**src/rtl/slicer_pkg.sv**
```systemverilog
// Shared constants for the 4-ASK slicer: Gray symbols, FSM encoding, widths
// and an 18-bit saturation helper.
package slicer_pkg;

  localparam int DATA_W = 18;
  localparam int ACC_W  = 40;

  localparam logic [1:0] SYM_P3 = 2'b10;
  localparam logic [1:0] SYM_P1 = 2'b11;
  localparam logic [1:0] SYM_M1 = 2'b01;
  localparam logic [1:0] SYM_M3 = 2'b00;

  typedef enum logic {
    WAIT_REF = 1'b0,
    RUN      = 1'b1
  } state_t;

  localparam logic signed [DATA_W-1:0] DATA_MAX = 18'sh1FFFF;
  localparam logic signed [DATA_W-1:0] DATA_MIN = 18'sh20000;

  function automatic logic signed [DATA_W-1:0] sat_data(input logic signed [19:0] v);
    if (v > 20'sd131071)
      return DATA_MAX;
    else if (v < -20'sd131072)
      return DATA_MIN;
    else
      return v[DATA_W-1:0];
  endfunction

endpackage

```
**src/rtl/err_pwr_acc.sv**
```systemverilog
// Squared-error accumulator: sums err^2[34:17] per symbol over a window and
// publishes the saturated window average with a one-cycle valid pulse.
module err_pwr_acc
  import slicer_pkg::*;
#(
  parameter int WIDTH = 4
) (
  input  logic                     clk,
  input  logic                     reset,
  input  logic                     run,
  input  logic                     sym_clk_en,
  input  logic                     clr_acc,
  input  logic signed [DATA_W-1:0] err_sample,
  output logic        [DATA_W-1:0] err_pwr,
  output logic                     pwr_valid
);

  logic signed [35:0]       prod;
  logic        [DATA_W-1:0] sq;
  logic        [ACC_W:0]    sum;
  logic        [ACC_W-1:0]  acc;
  logic        [ACC_W-1:0]  shifted;

  always_comb begin
    prod    = err_sample * err_sample;
    sq      = 18'(prod >> 17);
    sum     = {1'b0, acc} + {{(ACC_W - DATA_W + 1){1'b0}}, sq};
    shifted = acc >> WIDTH;
  end

  // clr_acc takes priority over a coincident strobe: that sample is dropped.
  always_ff @(posedge clk or negedge reset) begin
    if (!reset) begin
      acc       <= '0;
      err_pwr   <= '0;
      pwr_valid <= 1'b0;
    end else begin
      pwr_valid <= 1'b0;
      if (run) begin
        if (clr_acc) begin
          acc       <= '0;
          err_pwr   <= (|shifted[ACC_W-1:DATA_W]) ? '1 : shifted[DATA_W-1:0];
          pwr_valid <= 1'b1;
        end else if (sym_clk_en) begin
          acc <= sum[ACC_W] ? '1 : sum[ACC_W-1:0];
        end
      end
    end
  end

endmodule

```
**src/rtl/slicer_err.sv**
```systemverilog
// 4-ASK slicer with decision error and optional window-averaged error power
// (error power built only when SLICER_ERR_PWR_EN is defined).
//
// state    | meaning
// WAIT_REF | reference not yet settled; outputs held at 0
// RUN      | slicing on each symbol strobe, error power per window
module slicer_err
  import slicer_pkg::*;
#(
  parameter int WIDTH = 4
) (
  input  logic                     clk,
  input  logic                     reset,
  input  logic signed [DATA_W-1:0] dec_var,
  input  logic signed [DATA_W-1:0] ref_lvl,
  input  logic                     sym_clk_en,
  input  logic                     clr_acc,
  output logic        [1:0]        sym_out,
  output logic signed [DATA_W-1:0] err,
  output logic        [DATA_W-1:0] err_pwr,
  output logic                     pwr_valid
);

  state_t                   state;
  logic signed [19:0]       dec_x;
  logic signed [19:0]       ref_x;
  logic signed [19:0]       half_x;
  logic signed [19:0]       three_a_x;
  logic signed [19:0]       lvl_x;
  logic signed [DATA_W-1:0] three_a;
  logic        [1:0]        sym_next;
  logic signed [DATA_W-1:0] err_next;

  // Widened to 20 bits so -ref and -3a stay exact even at the range limits.
  always_comb begin
    dec_x     = {{2{dec_var[DATA_W-1]}}, dec_var};
    ref_x     = {{2{ref_lvl[DATA_W-1]}}, ref_lvl};
    half_x    = ref_x >>> 1;
    three_a   = sat_data(ref_x + half_x);
    three_a_x = {{2{three_a[DATA_W-1]}}, three_a};
    sym_next  = SYM_M3;
    lvl_x     = -three_a_x;
    if (dec_x >= ref_x) begin
      sym_next = SYM_P3;
      lvl_x    = three_a_x;
    end else if (dec_x >= 20'sd0) begin
      sym_next = SYM_P1;
      lvl_x    = half_x;
    end else if (dec_x >= -ref_x) begin
      sym_next = SYM_M1;
      lvl_x    = -half_x;
    end
    err_next = sat_data(dec_x - lvl_x);
  end

  always_ff @(posedge clk or negedge reset) begin
    if (!reset) begin
      state   <= WAIT_REF;
      sym_out <= '0;
      err     <= '0;
    end else begin
      case (state)
        WAIT_REF: if (clr_acc) state <= RUN;
        RUN: begin
          if (sym_clk_en) begin
            sym_out <= sym_next;
            err     <= err_next;
          end
        end
        default: state <= WAIT_REF;
      endcase
    end
  end

`ifdef SLICER_ERR_PWR_EN
  err_pwr_acc #(.WIDTH(WIDTH)) u_err_pwr_acc (
    .clk        (clk),
    .reset      (reset),
    .run        (state == RUN),
    .sym_clk_en (sym_clk_en),
    .clr_acc    (clr_acc),
    .err_sample (err_next),
    .err_pwr    (err_pwr),
    .pwr_valid  (pwr_valid)
  );
`else
  assign err_pwr   = '0;
  assign pwr_valid = 1'b0;
`endif

endmodule

```
**config.mk**
```make
export PLATFORM = sky130hd
export DESIGN_NAME = slicer_err
export DESIGN_NICKNAME = d
export VERILOG_FILES = /design/src/rtl/slicer_pkg.sv /design/src/rtl/err_pwr_acc.sv /design/src/rtl/slicer_err.sv
export SDC_FILE = /design/constraint.sdc
export NUM_CORES = 1
export LEC_CHECK = 0
export BUFFER_PORTS_ARGS = -buffer_cell sky130_fd_sc_hd__buf_2
export CORE_ASPECT_RATIO = 0.75
export CORE_UTILIZATION = 55
export CTS_CLUSTER_SIZE = 25
export DETAILED_ROUTE_END_ITERATION = 8
export PLACE_DENSITY = 0.8
export RECOVER_POWER = 50
export SYNTH_ARGS = -nofsm -noshare
export SYNTH_HDL_FRONTEND = slang
export SYNTH_SLANG_ARGS = --single-unit
```
**constraint.sdc**
```tcl
create_clock -name clk -period 1.6 [get_ports clk]
set_clock_uncertainty 0.15 [all_clocks]
set_input_delay 0.08 -clock clk [delete_from_list [all_inputs] [get_ports clk]]
set_output_delay 0.08 -clock clk [all_outputs]
set_load 0.01 [all_outputs]
```
==> flow_summary.ini, run 1 <==
[clock_tree]
htreeDepth = 1
root_buffer = clkbuf_16
clock_sinks = 21
cts_buffer_depth = 2
numCtsBuffers = 3

[placed_design]
place_area_mm2 = 0.00854
dp_hpwl_um = 19400
io_buffers = 59
dp_cells = 1259
gp_congestion = 0.984

[run_status]
status = aborted with a tool error
failed_stage = 5_1_grt
tool.error = [ERROR GRT-0232] Routing congestion too high. Check the congestion heatmap in the GUI.

[global_routing]
track_usage = 0.808
grt_max_degree = 36
grt.overflow.total = 56

[timing]
worst_endpoint_kind = register data pin
repair-timing-grt-worst-ep = err[3]$_DFFE_PN0P_/D

[die]
initial_core_util = 0.573
io_pins = 79
rows = 32
die_x_um = 122
fp.dieH_um = 92.3

[logic_synthesis]
syn_avg_cell_area_um2 = 7.39
synth.ff_latch_count = 21
synth_top_flop_cell = dfrtp_1
ys_types = 80
synth_area_mm2 = 0.00598
synthCells = 810
synth_xor_area_frac = 0.0732
synth_compound_area_frac = 0.325
ys_warn_count = 0
synth_top_family_by_area = compound AO/OA/AOI/OAI gates
async_flop_share = 1.00
synth_mux_area_frac = 0.0138
synth_edf_count = 0
synth-seq-area-share = 0.0878
synth_fa_ha_area_frac = 0.207
yosys.area_share.simple = 0.217
==> layer usage <==
metal  global-route usage  overflow
met5                0.481         0
met2                0.938        32
met4                0.767        24
met3                0.659         0
met1                0.834         0
==> synthesized netlist by cell type, drive strengths merged, types with 6 or more instances <==
library cell | number | area (um^2)
inv | 35 | 131
maj3 | 6 | 60.1
and2 | 13 | 81.3
xor2 | 8 | 70.1
ha | 91 | 1140
or2 | 7 | 43.8
nand2 | 60 | 225
xnor2 | 42 | 368
clkbuf | 26 | 97.6
o21ai | 74 | 370
buf | 29 | 225
a221o | 19 | 190
a21oi | 63 | 315
nand3 | 22 | 110
dfrtp | 21 | 526
nand4 | 14 | 87.6
nor2b | 11 | 68.8
o31ai | 8 | 60.1
a31oi | 12 | 75.1
nor3 | 14 | 70.1
mux2i | 6 | 60.1
nand2b | 11 | 68.8
a21o | 18 | 135
nor2 | 64 | 243
and3 | 16 | 100
a21boi | 10 | 75.1
o211ai | 13 | 97.6
a211oi | 6 | 62.6
o21a | 9 | 67.6
==> what timing repair did <==
item / in CTS
endpoints found under the hold margin: 22
gates resized for setup: 75
setup buffers: 16
endpoints found under the setup margin: 20
gates cloned: 1
pin swaps: 51
hold buffers: 2
==> metrics by stage <==
stage	setup WS, ps	util
2_1_floorplan	-4450	-
3_3_place_gp	-4910	0.817
3_5_place_dp	-5200	0.817
4_1_cts	-4480	0.869
==> logic make-up after synthesis <==
| kind of cell | count (synthesis) |
|---|---|
| AO/OA/AOI/OAI | 286 |
| AND/OR/NAND/NOR | 255 |
| adder cells (fa/ha/maj) | 99 |
| buffers and inverters | 90 |
| XOR/XNOR | 50 |
| flip-flops | 21 |
| multiplexers | 8 |
| other | 1 |
==> run 2: changes to the inputs <==
--- a/config.mk
+++ b/config.mk
@@ -6,11 +6,9 @@
 export NUM_CORES = 1
 export LEC_CHECK = 0
 export BUFFER_PORTS_ARGS = -buffer_cell sky130_fd_sc_hd__buf_2
-export CORE_ASPECT_RATIO = 0.75
-export CORE_UTILIZATION = 55
-export CTS_CLUSTER_SIZE = 25
+export CORE_UTILIZATION = 40
 export DETAILED_ROUTE_END_ITERATION = 8
-export PLACE_DENSITY = 0.8
+export PLACE_DENSITY_LB_ADDON = 0.15
 export RECOVER_POWER = 50
 export SYNTH_ARGS = -nofsm -noshare
 export SYNTH_HDL_FRONTEND = slang
==> constraint.sdc (replaced) <==
create_clock -name clk -period 2.08 [get_ports clk]
set_clock_uncertainty 0.15 [all_clocks]
set_input_delay 0.104 -clock clk [delete_from_list [all_inputs] [get_ports clk]]
set_output_delay 0.104 -clock clk [all_outputs]
set_load 0.01 [all_outputs]
==> run 2 against run 1 <==
Compared with the run above: the flow now finishes, with violations (setup timing); synthesized cell count unchanged; area after synthesis unchanged.
==> flow_summary.ini, run 2 <==
[setup_path]
worstReg2RegStart = state$_DFF_PN0_
worstPathArrival_ps = 6150
r2r_end = err[4]$_DFFE_PN0P_
start_kind = input pin
crit_top_cell = buf_4
worstPathMaxFanout = 8
setup.worst_path.start = ref_lvl[1]
ff2ff_path_depth = 4
critPathCapture = err[13]$_DFFE_PN0P_
r2r_slack_ps = 450
cpMaxStageDelayCell = fa_2
crit_required_ps = 2070
critical_path_class = in2reg
critPathCaptureType = flip-flop
worst-path-stages = 31
cp_top_family = compound AO/OA/AOI/OAI gates
max_stage_delay_ps = 420
path_buf_inv = 9

[clock_tree]
cts_buffer_depth = 2
clock_sinks = 21
cts_tree = done
root_buffer = clkbuf_16
htreeDepth = 1
clk_latency_ps = 250
numCtsBuffers = 3
clkSlewWorstSetupHoldPaths_ps = 50

[timing]
setup_viol = 20
period_share = 2.96
finalWorstSetupSlack_ps = -4080
fin_crit_ps = 6160
worstMarginPinSlew_ps = 1050
hold_viol = 0
clock.fmax_mhz = 162
slew_viol_final = 0
rsz0062_at_grt = true
setup_tns_ps = -73620
relSlewSlack = 0.299

[pwr]
p_seq_frac = 0.120
peakVddDrop_mv = 0.468
p_comb_frac = 0.811
p_int_mw = 3.21
finalPower_mw = 5.67
p_switching_mw = 2.46
p_leak_nw = 4.50
switching_share = 0.433
powerDensity_mw_per_mm2 = 586
p_clk_frac = 0.070

[routing]
viasPerCell = 5.60
wirelength_um = 23700
wl_per_cell_um = 17.5
drtIter0Drc = 423
ant_nets = 0
drt-pass1-iter-count = 5
route.detailed.drc = 0
via_count = 7565

[run_status]
failed_checks = setup timing
status = finished with violations

[logic_synthesis]
async_flop_share = 1.00
synth_edf_count = 0
synth_most_common_cell = ha_1
synthTopCellsByCount = 91 x ha_1, 70 x o21ai_0, 63 x a21oi_1, 63 x nor2_1, 60 x nand2_1
synthCells = 810
synth_area_leaders = ha_1 19%, dfrtp_1 8.8%, xnor2_1 6.1%
synth_top_flop_cell = dfrtp_1
synth.ff_latch_count = 21
syn_avg_cell_area_um2 = 7.39
ys_types = 80
synthDominantCellAreaShare = 0.190
synth_top_cell_by_area = ha_1
ys_warn_count = 0
synth-seq-area-share = 0.0878
synth_area_mm2 = 0.00598

[die]
rows = 44
die_x_um = 124
fp.dieH_um = 124
dieArea_mm2 = 0.0155
initial_core_util = 0.410
io_pins = 79
coreArea_mm2 = 0.0146

[placed_design]
io_buffers = 59
dp_hpwl_um = 19500
place_area_mm2 = 0.00871
dp_cells = 1322
gp_congestion = 0.900

[final_layout]
final_cell_area_mm2 = 0.00967
instances_no_fill = 1351
regMostFlops = err
final_core_util = 0.663
nets = 1301
final_cell_mix = 313 x buf_4, 72 x ha_1, 56 x a21oi_1
final_common_cell = buf_4
largest_reg_flops = 18
drive_above_1_share = 0.445
syn2layout_area_growth_pct = 61.6
reg_top3 = err: 18 flops, sym_out: 2 flops, state: 1 flops
insertedDiodeCount = 0

[global_routing]
grt_max_degree = 35
track_usage = 0.292
grt_pass1_wl_um = 36900
grt_antenna_before_repair = 0
grt_pass1_vias = 7456
grt.overflow.total = 0

[run]
maxCapViolations = 0

[worst_hold_path]
hp-class = in2reg
==> run 2: stage by stage <==
step	worst slack (ps)	hold WS [ps]
CTS	-4100	181
global placement	-4630	-90.8
finish	-4080	287
detailed placement	-4740	-87.6
floorplan	-4000	-342
global route	-4290	332
==> run 2: worst min-delay path, delay by kind of cell <==
kind	cells	cell delay, ps
simple gates	1	100
buf+inv	2	330
compound gates	1	120
==> run 2: per-layer routing <==
layer	GRT usage	vias up	routed length (um)
li1	-	3720	-
met1	0.375	3568	10300
met2	0.526	244	11800
met4	0.0858	0	494
met3	0.0129	33	1090
met5	0	-	0
==> run 2: how the worst min path moves through the flow <==
| stage | from | end | slack, ps | depth (start not counted) |
|---|---|---|---|---|
| final | sym_clk_en | sym_out[0]$_DFFE_PN0P_ | 290 | 4 |
| after global routing | sym_clk_en | sym_out[0]$_DFFE_PN0P_ | 330 | 4 |
| after CTS | reset | err[6]$_DFFE_PN0P_ | 180 | 2 |
| after detailed placement | reset | err[5]$_DFFE_PN0P_ | -90 | 1 |
| after global placement | reset | err[5]$_DFFE_PN0P_ | -90 | 1 |
| after floorplan | reset | err[0]$_DFFE_PN0P_ | -340 | 0 |
==> run 2: cell families (layout without fill, tap and decap cells) <==
kind of cell / after synthesis / after routing / synth area share
AO/OA/AOI/OAI: 286 / 286 / 0.325
buffers and inverters: 90 / 427 / 0.0759
flip-flops: 21 / 21 / 0.0878
other: 1 / 19 / 0.000627
AND/OR/NAND/NOR: 255 / 257 / 0.217
multiplexers: 8 / 8 / 0.0138
XOR/XNOR: 50 / 50 / 0.0732
adder cells (fa/ha/maj): 99 / 99 / 0.207
==> run 2: power groups by stage <==
stage / sequential (mW) / combinational (mW) / clock (mW)
2_1_floorplan: 0.764 / 2.12 / 0
3_3_place_gp: 0.675 / 3.89 / 0
3_5_place_dp: 0.687 / 3.97 / 0
4_1_cts: 0.680 / 4.22 / 0.399
5_1_grt: 0.700 / 4.96 / 0.408
6_report: 0.679 / 4.60 / 0.396
==> run 2: layout make-up <==
class	instances	area [um^2]
clock buffers	4	78.8
fillers	1254	4920
inverters	35	144
multi-input cells	719	5790
flip-flops and latches	21	526
well taps	184	230
repair buffers	388	2900
==> run 2: repair_timing <==
action,4_1_cts,5_1_grt
hold buffers,2,0
resized for setup,68,82
gates cloned,2,1
buffers inserted,14,9
endpoints found under the setup margin,20,20
endpoints found under the hold margin,22,0
pin swaps,47,65
Power figures use the tool's default switching activity.
